File: config.mk
export PLATFORM = sky130hd
export DESIGN_NAME = gcd_job_scheduler
export DESIGN_NICKNAME = d
export VERILOG_FILES = /design/src/rtl/gcd_pkg.sv /design/src/rtl/gcd_operand_fifo.sv /design/src/rtl/gcd_job_scheduler.sv
export SDC_FILE = /design/constraint.sdc
export NUM_CORES = 1
export LEC_CHECK = 0
export CORE_AREA = 2 2 128 130
export CTS_CLUSTER_SIZE = 40
export DETAILED_ROUTE_END_ITERATION = 16
export DIE_AREA = 0 0 130 132
export PLACE_DENSITY = 0.77
export SYNTH_ARGS = -nofsm -noshare
export SYNTH_HDL_FRONTEND = slang
export SYNTH_SLANG_ARGS = --single-unit
File: constraint.sdc
create_clock -name clk -period 2.6 [get_ports clk]
set_input_delay 0.52 -clock clk [delete_from_list [all_inputs] [get_ports clk]]
set_output_delay 0.52 -clock clk [all_outputs]
set_load 0.01 [all_outputs]
File: src/rtl/gcd_pkg.sv
// Shared definitions for the GCD job scheduler: core operand width and the
// scheduler state encoding.
package gcd_pkg;

    localparam int GCD_WIDTH = 16;

    typedef enum logic [1:0] {
        ST_IDLE  = 2'd0,
        ST_ISSUE = 2'd1,
        ST_BUSY  = 2'd2,
        ST_DRAIN = 2'd3
    } sched_state_e;

endpackage

File: src/rtl/gcd_operand_fifo.sv
// Small synchronous FIFO holding operand pairs until the scheduler issues them.
// A push while full is dropped even if a pop frees a slot in the same cycle.
module gcd_operand_fifo
    import gcd_pkg::*;
#(
    parameter int DATA_W = 2 * GCD_WIDTH,
    parameter int DEPTH  = 4
) (
    input  logic                       clk,
    input  logic                       rst_n,
    input  logic                       push_i,
    input  logic [DATA_W-1:0]          data_i,
    input  logic                       pop_i,
    output logic [DATA_W-1:0]          data_o,
    output logic                       full_o,
    output logic                       empty_o,
    output logic [$clog2(DEPTH):0]     count_o
);

    localparam int PTR_W = $clog2(DEPTH);
    localparam int CNT_W = PTR_W + 1;

    logic [DATA_W-1:0] mem_q [DEPTH];
    logic [PTR_W-1:0]  wr_ptr_q;
    logic [PTR_W-1:0]  rd_ptr_q;
    logic [CNT_W-1:0]  count_q;
    logic              push_ok_s;
    logic              pop_ok_s;

    assign full_o    = (count_q == CNT_W'(DEPTH));
    assign empty_o   = (count_q == CNT_W'(0));
    assign count_o   = count_q;
    assign data_o    = mem_q[rd_ptr_q];
    assign push_ok_s = push_i && !full_o;
    assign pop_ok_s  = pop_i && !empty_o;

    // Storage, pointers and occupancy count
    always_ff @(posedge clk or negedge rst_n) begin
        if (!rst_n) begin
            for (int i = 0; i < DEPTH; i++) begin
                mem_q[i] <= {DATA_W{1'b0}};
            end
            wr_ptr_q <= {PTR_W{1'b0}};
            rd_ptr_q <= {PTR_W{1'b0}};
            count_q  <= {CNT_W{1'b0}};
        end else begin
            if (push_ok_s) begin
                mem_q[wr_ptr_q] <= data_i;
                wr_ptr_q        <= wr_ptr_q + PTR_W'(1);
            end
            if (pop_ok_s) begin
                rd_ptr_q <= rd_ptr_q + PTR_W'(1);
            end
            count_q <= count_q + CNT_W'(push_ok_s) - CNT_W'(pop_ok_s);
        end
    end

endmodule

File: src/rtl/gcd_job_scheduler.sv
// Wraps the GCD core: buffers operand pairs, issues them one at a time with the
// core's start/done protocol and presents each tagged result on a valid/ready port.
module gcd_job_scheduler
    import gcd_pkg::*;
#(
    parameter int WIDTH = GCD_WIDTH,
    parameter int DEPTH = 4,
    parameter int TAG_W = 4
) (
    input  logic             clk,
    input  logic             rst_n,
    input  logic             in_valid,
    output logic             in_ready,
    input  logic [WIDTH-1:0] in_a,
    input  logic [WIDTH-1:0] in_b,
    output logic             core_start,
    output logic [WIDTH-1:0] core_a,
    output logic [WIDTH-1:0] core_b,
    input  logic             core_done,
    input  logic [WIDTH-1:0] core_gcd,
    output logic             res_valid,
    input  logic             res_ready,
    output logic [WIDTH-1:0] res_gcd,
    output logic [TAG_W-1:0] res_tag,
    output logic             busy
);

    localparam int CNT_W = $clog2(DEPTH) + 1;

    sched_state_e       state_q;
    sched_state_e       state_d;
    logic               done_q;
    logic [TAG_W-1:0]   tag_q;
    logic               core_start_q;
    logic [WIDTH-1:0]   core_a_q;
    logic [WIDTH-1:0]   core_b_q;
    logic               res_valid_q;
    logic [WIDTH-1:0]   res_gcd_q;
    logic [TAG_W-1:0]   res_tag_q;

    logic               fifo_full_s;
    logic               fifo_empty_s;
    logic [CNT_W-1:0]   fifo_count_s;
    logic [2*WIDTH-1:0] fifo_head_s;
    logic               pop_s;
    logic               capture_s;
    logic               done_rise_s;

    gcd_operand_fifo #(
        .DATA_W (2 * WIDTH),
        .DEPTH  (DEPTH)
    ) u_fifo (
        .clk     (clk),
        .rst_n   (rst_n),
        .push_i  (in_valid),
        .data_i  ({in_a, in_b}),
        .pop_i   (pop_s),
        .data_o  (fifo_head_s),
        .full_o  (fifo_full_s),
        .empty_o (fifo_empty_s),
        .count_o (fifo_count_s)
    );

    // Only the first done cycle of a job counts; the second one is drained.
    assign done_rise_s = core_done && !done_q;

    assign in_ready   = !fifo_full_s;
    assign core_start = core_start_q;
    assign core_a     = core_a_q;
    assign core_b     = core_b_q;
    assign res_valid  = res_valid_q;
    assign res_gcd    = res_gcd_q;
    assign res_tag    = res_tag_q;
    assign busy       = (state_q != ST_IDLE) || (fifo_count_s != CNT_W'(0)) || res_valid_q;

    // Scheduler state register
    always_ff @(posedge clk or negedge rst_n) begin
        if (!rst_n) begin
            state_q <= ST_IDLE;
        end else begin
            state_q <= state_d;
        end
    end

    // Next-state logic
    always_comb begin
        state_d = state_q;
        case (state_q)
            ST_IDLE: begin
                if (!fifo_empty_s && !res_valid_q) begin
                    state_d = ST_ISSUE;
                end else begin
                    state_d = ST_IDLE;
                end
            end
            ST_ISSUE: state_d = ST_BUSY;
            ST_BUSY: begin
                if (done_rise_s) begin
                    state_d = ST_DRAIN;
                end else begin
                    state_d = ST_BUSY;
                end
            end
            ST_DRAIN: begin
                if (!core_done) begin
                    state_d = ST_IDLE;
                end else begin
                    state_d = ST_DRAIN;
                end
            end
            default: state_d = ST_IDLE;
        endcase
    end

    // Per-state control strobes: pop/issue from IDLE, capture from BUSY
    always_comb begin
        pop_s     = 1'b0;
        capture_s = 1'b0;
        case (state_q)
            ST_IDLE:  pop_s     = !fifo_empty_s && !res_valid_q;
            ST_BUSY:  capture_s = done_rise_s;
            ST_ISSUE: pop_s     = 1'b0;
            ST_DRAIN: capture_s = 1'b0;
            default: begin
                pop_s     = 1'b0;
                capture_s = 1'b0;
            end
        endcase
    end

    // Core-side registers: start pulse and operands loaded on the pop cycle
    always_ff @(posedge clk or negedge rst_n) begin
        if (!rst_n) begin
            core_start_q <= 1'b0;
            core_a_q     <= {WIDTH{1'b0}};
            core_b_q     <= {WIDTH{1'b0}};
            done_q       <= 1'b0;
        end else begin
            core_start_q <= pop_s;
            done_q       <= core_done;
            if (pop_s) begin
                core_a_q <= fifo_head_s[2*WIDTH-1:WIDTH];
                core_b_q <= fifo_head_s[WIDTH-1:0];
            end
        end
    end

    // Single-entry result buffer and issue-order tag counter
    always_ff @(posedge clk or negedge rst_n) begin
        if (!rst_n) begin
            res_valid_q <= 1'b0;
            res_gcd_q   <= {WIDTH{1'b0}};
            res_tag_q   <= {TAG_W{1'b0}};
            tag_q       <= {TAG_W{1'b0}};
        end else if (capture_s) begin
            res_valid_q <= 1'b1;
            res_gcd_q   <= core_gcd;
            res_tag_q   <= tag_q;
            tag_q       <= tag_q + TAG_W'(1);
        end else if (res_valid_q && res_ready) begin
            res_valid_q <= 1'b0;
        end
    end

endmodule

# == Word level (Yosys, flattened, before mapping) ==
# Index checks and enable logic that the tools add are counted.
# classes
add_sub_neg,5
order_cmp,3
eq_ne,4
n_mux,14
bitwise,2
n_reduce_logical,17
# ops
operator,count
128-bit bitwise mux,1
32-bit two-way mux,3
32-bit binary-select mux with 2-bit select,1
32-bit demux with 2-bit select,1
2-bit one-hot mux with 4 select lines,1
3-bit >= comparator (second input constant),2
1-bit logical AND,6
1-bit two-way mux,6
2-bit inverter with 3-bit output,2
2-bit by 1-bit adder with 2-bit output (second input constant),2
4-bit by 1-bit adder with 4-bit output (second input constant),1
2-bit == test (second input constant),2
1-bit zero test,4
2-bit nonzero test,2
3-bit by 1-bit adder with 3-bit output,1
3-bit == test (second input constant),1
3-bit zero test,1
3-bit by 1-bit less-than comparator with 1-bit output (second input constant),1
3-bit nonzero test,1
3-bit by 1-bit subtractor with 3-bit output,1
2-bit by 1-bit == test with 1-bit output (second input constant),1
2-bit zero test,1
1-bit logical OR,2
2-bit two-way mux,1
# totals
regBits,196
inputBits,53
out_inout_bits,56
wordCells,61

# == Depth between registers and ports, before layout ==
# Gate-level depths: netlist (run 1).
# depth
ltp_word,6
ltp_mapped,10
depth_no_buf,8

# == Hierarchy ==
# A second synthesis (run 1) with hierarchy kept.
# hier_totals
hier_cells,487
hier_area_um2,8867.3
# by_module_without_submodules
module,n_inst,cells_each,area_per_inst_um2,seq_area_each_um2
gcd_operand_fifo,1,348,6547.5,3378.2
gcd_job_scheduler,1,139,2319.7,1526.5

# == Worst setup path before layout (run 1) ==
# No wires, ideal clock.
# synth_timing
path_type,register to register
from,register u_fifo.count_q[1] (netlist: u_fifo.count_o[1])
to,register u_fifo.count_q[2] (netlist: u_fifo.count_o[2])
setup_time_ps,123
arrival_ps,2207
t_required_ps,2477
slack_ps,270
path_stages_with_launch,11
n_path_buf,2
period_less_slack_ps,2330
cell_sequence,dfrtp_1 -> nor3_1 -> nor2b_1 -> buf_2 -> buf_2 -> ha_1 -> inv_1 -> ha_1 -> fa_1 -> xor2_1 -> xnor2_1
# synth_via
elab_chain_cells,6
word_cells_on_any_way,10
cone_classes,add/sub: 2; eq/ne: 1; mux: 1; reduce/logical: 6
# synth_rtl
element,line_no,source
from (decl),gcd_operand_fifo.sv:26,logic [CNT_W-1:0] count_q;
from (signal assigned),gcd_operand_fifo.sv:45,count_q <= {CNT_W{1'b0}};
from (signal assigned),gcd_operand_fifo.sv:54,count_q <= count_q + CNT_W'(push_ok_s) - CNT_W'(pop_ok_s);
3-bit zero test (*),gcd_operand_fifo.sv:31,assign empty_o = (count_q == CNT_W'(0));
1-bit zero test (*),"gcd_operand_fifo.sv:35, gcd_job_scheduler.sv:120",
1-bit logical AND,gcd_job_scheduler.sv:120,ST_IDLE: pop_s = !fifo_empty_s && !res_valid_q;
1-bit two-way mux,gcd_job_scheduler.sv:119,case (state_q)
1-bit logical AND (*),gcd_operand_fifo.sv:35,assign pop_ok_s = pop_i && !empty_o;
named net u_fifo.pop_ok_s,gcd_operand_fifo.sv:28,logic pop_ok_s;
3-bit by 1-bit subtractor with 3-bit output (*),gcd_operand_fifo.sv:54,
# The timed path passes the listed nets; every way through them passes the cells marked *.
# A chain may end at the register's enable or synchronous reset.

# == Worst setup path after layout (run 1) ==
# layout_timing
from,register u_fifo.count_q[1] (netlist: u_fifo.count_o[1])
to,output port in_ready
# layout_via
elab_chain_cells,2
# layout_rtl
element,line_no,source
3-bit == test,gcd_operand_fifo.sv:30,assign full_o = (count_q == CNT_W'(DEPTH));
1-bit zero test,gcd_job_scheduler.sv:67,assign in_ready = !fifo_full_s;
to (decl),gcd_job_scheduler.sv:13,"output logic in_ready,"
# No other way between the ends.

==> impl_results.md, run 1 <==
- Status: finished, final reports clean
- Initial Utilization: 52.96%
- Tot GR Track Use: 20.42%
- PortBufs: 108
- Worst setup path class: flop to output pin
- Largest net degree at the start of global routing: 66
- IO Pins: 109
- Full die area: 17160 um2
- Clk root buf: clkbuf_16
- Power Dens Cells: 1304 nW/um2
- Final Max Slew Viols: 0
- Arrival time worst endpoint: 1900 ps
- Setup crit end kind: output pin
- Antenna diode count: 0
- Leak pwr: 4.386 nW
- Overall die height: 132 um
- Clock sink count: 196
- Crit Path Max Fanout: 6
- HPWL Detailed: 10300 um
- Post-CTS Resized: 0
- Fin crit period: 2423 ps
- Residual DRC count: 0
- First-pass GRT wire length: 26560 um
- Initial DRT Pass Iterations: 4
- Worst Setup SP: u_fifo.count_o[1]
- Post-CTS Setup Bufs: 0
- Worst-path clk slew: 70 ps
- Initial antenna violation count: 1
- Slew @ Worst Pin: 561.2 ps
- Clock Tree Buf Depth: 2
- Die Wd: 130 um
- Fillers: 1104
- Max-cap check violation count: 0
- Vias in the first global route: 5051
- Worst clock skew: 7.984 ps
- Routed WL: 15890 um
- R2R cell count: 8
- Total of warnings raised by yosys: 0
- Required time worst endpoint: 2080 ps
- Layout cells sized above 1: 44.70%
- Post-synthesis sequential area ratio: 58.94%
- Reg2Reg Setup Slack: 390 ps
- Vias per std cell: 5.409
- # hold bufs at CTS: 0
- Asr flop ratio synth: 100.0%
- Register bit count reported by yosys: 196
- Area Overhead vs Synth: 23.98%
- Mapped Area: 8322 um2
- Site row count: 46
- Final setup violation count: 0
- Total CTS buffers: 17
- Gate Count Post-Synth: 484
- Area of the core: 15710 um2
- Setup_tns: 0 ps
- Placer Congestion: 0.7244
- FF-to-FF Start: state_q[0]
- DRT iter0 DRCs: 151
- Hold Vio Cnt, Final: 0
- Avg Cell Area, Syn: 17.19 um2
- Rel. slew slack: 62.58%
- Detailed-route via count: 4484
- Clock latency at the later pin of the worst-skew pair: 430 ps
- WL/cell: 19.17 um
- GRT overflow: 0
- Layout Nets: 661
- Final worst-path cycle share: 93.19%
- CTS tree: done
- Unrepaired setup endpoints after global routing: false
- Total Power: 0.01346 W
- R2R Path End: u_fifo.count_o[2]
- Yosys cell types: 27
- F_max: 0.4127 GHz
- Post-Syn Nets: 545
- CTS H-tree lvls: 4
- Startpoint Class: flop
- Hold WC Path Type: input port to async pin
- Final ANT Viol Nets: 0
- Ys flop type: dfrtp_1
- Max IR drop VDD: 889.0 uV
- EDFF count, synth: 0
metrics by stage:
step / hold slack [ps] / cells / util, % / instance area (um2) / setup slack [ps]
floorplan: 224.4 / 484 / - / 8322 / 270.4
global placement: 474.1 / 797 / 62.01 / 9743 / 375.5
detailed placement: 486.6 / 797 / 62.01 / 9743 / 312.3
CTS: 81.08 / 829 / 65.66 / 10320 / 146.3
global route: 96.65 / 829 / 65.66 / 10320 / 67.68
finish: 74.80 / 829 / 65.66 / 10320 / 177.2
state kept, by name (all words and copies together), names as in the netlist:
register,flops
u_fifo.wr_ptr_q,2
res_valid,1
tag_q,4
res_tag,4
state_q,2
core_start,1
u_fifo.count_o,3
res_gcd,16
core_b,16
done_q,1
u_fifo.rd_ptr_q,2
u_fifo.mem_q,128
core_a,16
how the worst max path moves through the flow:
stage,endpoint,slack (ps)
detailed placement,u_fifo.count_o[2],310
CTS,in_ready,150
floorplan,u_fifo.count_o[2],270
finish,in_ready,180
global placement,u_fifo.count_o[2],380
global route,busy,70
where the power goes:
| part | internal (W) | switching (W) | total (W) | leakage (nW) |
|---|---|---|---|---|
| logic | 0.00352 | 0.00184 | 0.00536 | 1.78 |
| clock network | 0.00138 | 0.00117 | 0.00255 | 0.269 |
| registers | 0.00462 | 0.000923 | 0.00555 | 2.33 |
| total | 0.00952 | 0.00393 | 0.0135 | 4.39 |
cell usage after synthesis (5+ instances only):
master / n / share of area (%)
clkbuf_1: 5 / 0.23
buf_2: 19 / 1.1
inv_1: 8 / 0.36
mux2_2: 152 / 21
mux4_2: 32 / 8.7
ha_1: 7 / 1.1
mux2_4: 30 / 5.4
dfrtp_1: 196 / 59
xnor2_1: 5 / 0.53
layout make-up:
class                   instances  area [um2]  share of cell area [%]
clock buffers                  19       452.9                   4.390
well taps                     216       270.3                   2.619
multi-input cells             251        3228                   31.29
repair buffers                126        1308                   12.67
clock inverters                13       121.4                   1.176
inverters                       8       30.03                  0.2911
flip-flops and latches        196        4907                   47.56
per-layer routing:
metal	routed length (um)	global-route usage, %
met4	196	5.795
met1	6867	26.47
met5	13	0
met2	7933	33.22
met3	881	6.494
cell families (layout without fill, tap and decap cells):
logic type      count (synthesis)  in the layout  share of synthesized area (%)
buf+inv                        37            166                          2.721
compound gates                  3              3                         0.2556
flops                         196            196                          58.94
simple gates                   18             18                          1.308
mux                           214            214                          34.64
xor+xnor                        8              8                         0.8420
fa+ha+maj                       8              8                          1.293
placed cells by master (no fill, tap or decap):
master           instances
and3_4                   1
nor2b_1                  2
mux2_2                 152
nand3b_1                 1
nor2b_4                  1
dfrtp_1                194
a21o_1                   1
clkdlybuf4s50_1        107
bufinv_16                1
dfrtp_2                  2
inv_1                    8
nor3_1                   2
mux4_2                  32
clkinv_2                 2
nand3_2                  3
buf_4                   11
inv_6                    4
nand2_1                  3
clkbuf_8                 3
ha_1                     7
a31o_2                   1
xor2_1                   3
buf_12                   7
nor4bb_4                 1
mux2_4                  30
xnor2_1                  5
clkinv_4                 1
clkbuf_16               17
or3b_1                   1
fa_1                     1
nor2_1                   1
nand4_1                  1
a21oi_1                  1
nand2b_1                 1
clkinvlp_4               5
critical path: stages (launching register included):
cell	delay, ps
dfrtp_1	420
or3b_1	520
clkdlybuf4s50_1	550
(Power assumes the default switching activity.)
==> run 2: changes to the inputs <==
- CTS_BUF_LIST: default -> sky130_fd_sc_hd__clkbuf_4
==> run 2 against run 1 <==
  * Sequential share of layout area increased by 1.4 points
  * Routed wire length decreased by 1.0%
  * Register-to-register slack better by 90 ps
  * Sequential power hardly changed
  * Combinational power hardly changed
  * Hold slack better by 400 ps
  * Critical endpoint unchanged
==> impl_results.md, run 2 (synthesis gave the netlist of run 1 again) <==
- Final Max Slew Viols: 0
- Clock Tree Buf Depth: 2
- Fin worst setup slack: 410.0 ps
- Total CTS buffers: 17
- R2R Path End: u_fifo.count_o[2]
- R2R cell count: 9
- Reg2Reg Setup Slack: 480 ps
- FF-to-FF Start: u_fifo.count_o[1]
- Die Wd: 130 um
- Max-cap check violation count: 0
- Overall die height: 132 um
- Clock latency at the later pin of the worst-skew pair: 570 ps
- Tot GR Track Use: 20.24%
- Worst setup path class: flop to output pin
- Placer Congestion: 0.7244
- Worst hold start: core_done
- WL/cell: 18.93 um
- Crit Path Max Fanout: 6
- Post-route insts no fill: 831
- DP Worst Slack: 312.3 ps
- Clk root buf: clkbuf_4
- First-pass GRT wire length: 26360 um
- F_max: 0.4566 GHz
- Power Dens Cells: 1236 nW/um2
- Area Overhead vs Synth: 20.54%
- Max FFs per register: 128
- Initial DRT Pass Iterations: 4
- Most common cell after layout, fill and taps aside: dfrtp_1
- Clock sink count: 196
- IO Pins: 109
- Largest Register: u_fifo.mem_q
- Post-route cell area: 10030 um2
- Worst clock skew: 19.85 ps
- Area of the core: 15710 um2
- Hold Path Depth: 1
- Detailed-route via count: 4501
- Arrival time worst endpoint: 1670 ps
- GRT overflow: 0
- Final ANT Viol Nets: 0
- Layout Nets: 662
- Hold Vio Cnt, Final: 0
- Worst-path clk slew: 150 ps
- Setup_tns: 0 ps
- Worst Hold Path EP: done_q
- Fin crit period: 2190 ps
- DRT iter0 DRCs: 141
- Max IR drop VDD: 911.2 uV
- Setup crit end kind: output pin
- Startpoint Class: flop
- Unrepaired setup endpoints after global routing: false
- Site row count: 46
- Required time worst endpoint: 2080 ps
- Leak pwr: 4.253 nW
- Post-placement cell count: 797
- Commonest non-fill, non-tap cells in the layout: 194 x dfrtp_1, 152 x mux2_2, 105 x clkdlybuf4s50_1, 32 x mux4_2, 30 x mux2_4
- PortBufs: 108
- Status: finished, final reports clean
- Largest net degree at the start of global routing: 66
- Initial antenna violation count: 2
- Vias in the first global route: 5022
- Final setup violation count: 0
- CTS H-tree lvls: 4
- Tightest hold margin: 473.7 ps
- Initial Utilization: 52.96%
- HPWL Detailed: 10300 um
- Routed WL: 15730 um
- Final worst-path cycle share: 84.23%
- CTS tree: done
- Hold WC Path Type: input port to flop
- Full die area: 17160 um2
- Residual DRC count: 0
- Area after DPL: 9743 um2
- Slew @ Worst Pin: 568.0 ps
- Vias per std cell: 5.416
- Layout cells sized above 1: 44.63%
- Rel. slew slack: 62.13%
## run 2: changes by cell type in the layout (fill, tap and decap cells not counted), moves of 2 or more
| cell | previous run | this run |
|---|---|---|
| clkbuf_16 | 17 | 0 |
| clkbuf_4 | 0 | 17 |
| clkdlybuf4s50_1 | 107 | 105 |
| clkinv_1 | 0 | 2 |
| clkbuf_8 | 3 | 1 |
| dlymetal6s2s_1 | 0 | 2 |
## run 2: per-stage QoR
step                      total power [W]  utilization [%]
after floorplan                  0.009033                -
after global placement            0.01071            62.01
after detailed placement          0.01103            62.01
after CTS                         0.01257            63.75
after global routing              0.01325            63.84
final                             0.01240            63.84
## run 2: what timing repair did
action | in CTS | in global routing
buffers inserted | 0 | 0
resized for setup | 2 | 3
hold buffers | 1 | 0
endpoints found under the setup margin | 2 | 2
endpoints found under the hold margin | 60 | 0
## run 2: where the power goes
group | internal, W | switching (W)
Clock | 0.000477 | 0.00103
Combinational | 0.00353 | 0.00183
Sequential | 0.00460 | 0.000928
Total | 0.00860 | 0.00379
## run 2: critical path, cell delays in order (launching register included)
cell            delay, ps
dfrtp_1               450
or3b_4                460
dlymetal6s2s_1        200
## run 2: final cells by class
class                   count  area [um2]
inverters                   8       30.03
fillers                  1144        5682
clock inverters            15       128.9
flip-flops and latches    196        4907
repair buffers            127        1323
clock buffers              17       127.6
diodes                      1       2.502
well taps                 216       270.3
multi-input cells         251        3242
## run 2: worst max-delay path by stage
stage | startpoint | end | cells after the start
finish | u_fifo.count_o[1] | in_ready | 2
global route | u_fifo.count_o[2] | busy | 4
CTS | u_fifo.count_o[1] | in_ready | 2
detailed placement | in_valid | u_fifo.count_o[2] | 7
global placement | in_valid | u_fifo.count_o[2] | 7
floorplan | u_fifo.count_o[1] | u_fifo.count_o[2] | 10
## run 2: routing by layer
layer / vias to the layer above / global-route usage (%) / part of all wire, %
met5: - / 0 / 0.083
met4: 2 / 5.257 / 1.1
met3: 17 / 6.534 / 5.3
met2: 101 / 33.10 / 50
met1: 2386 / 26.23 / 43
li1: 1995 / - / -
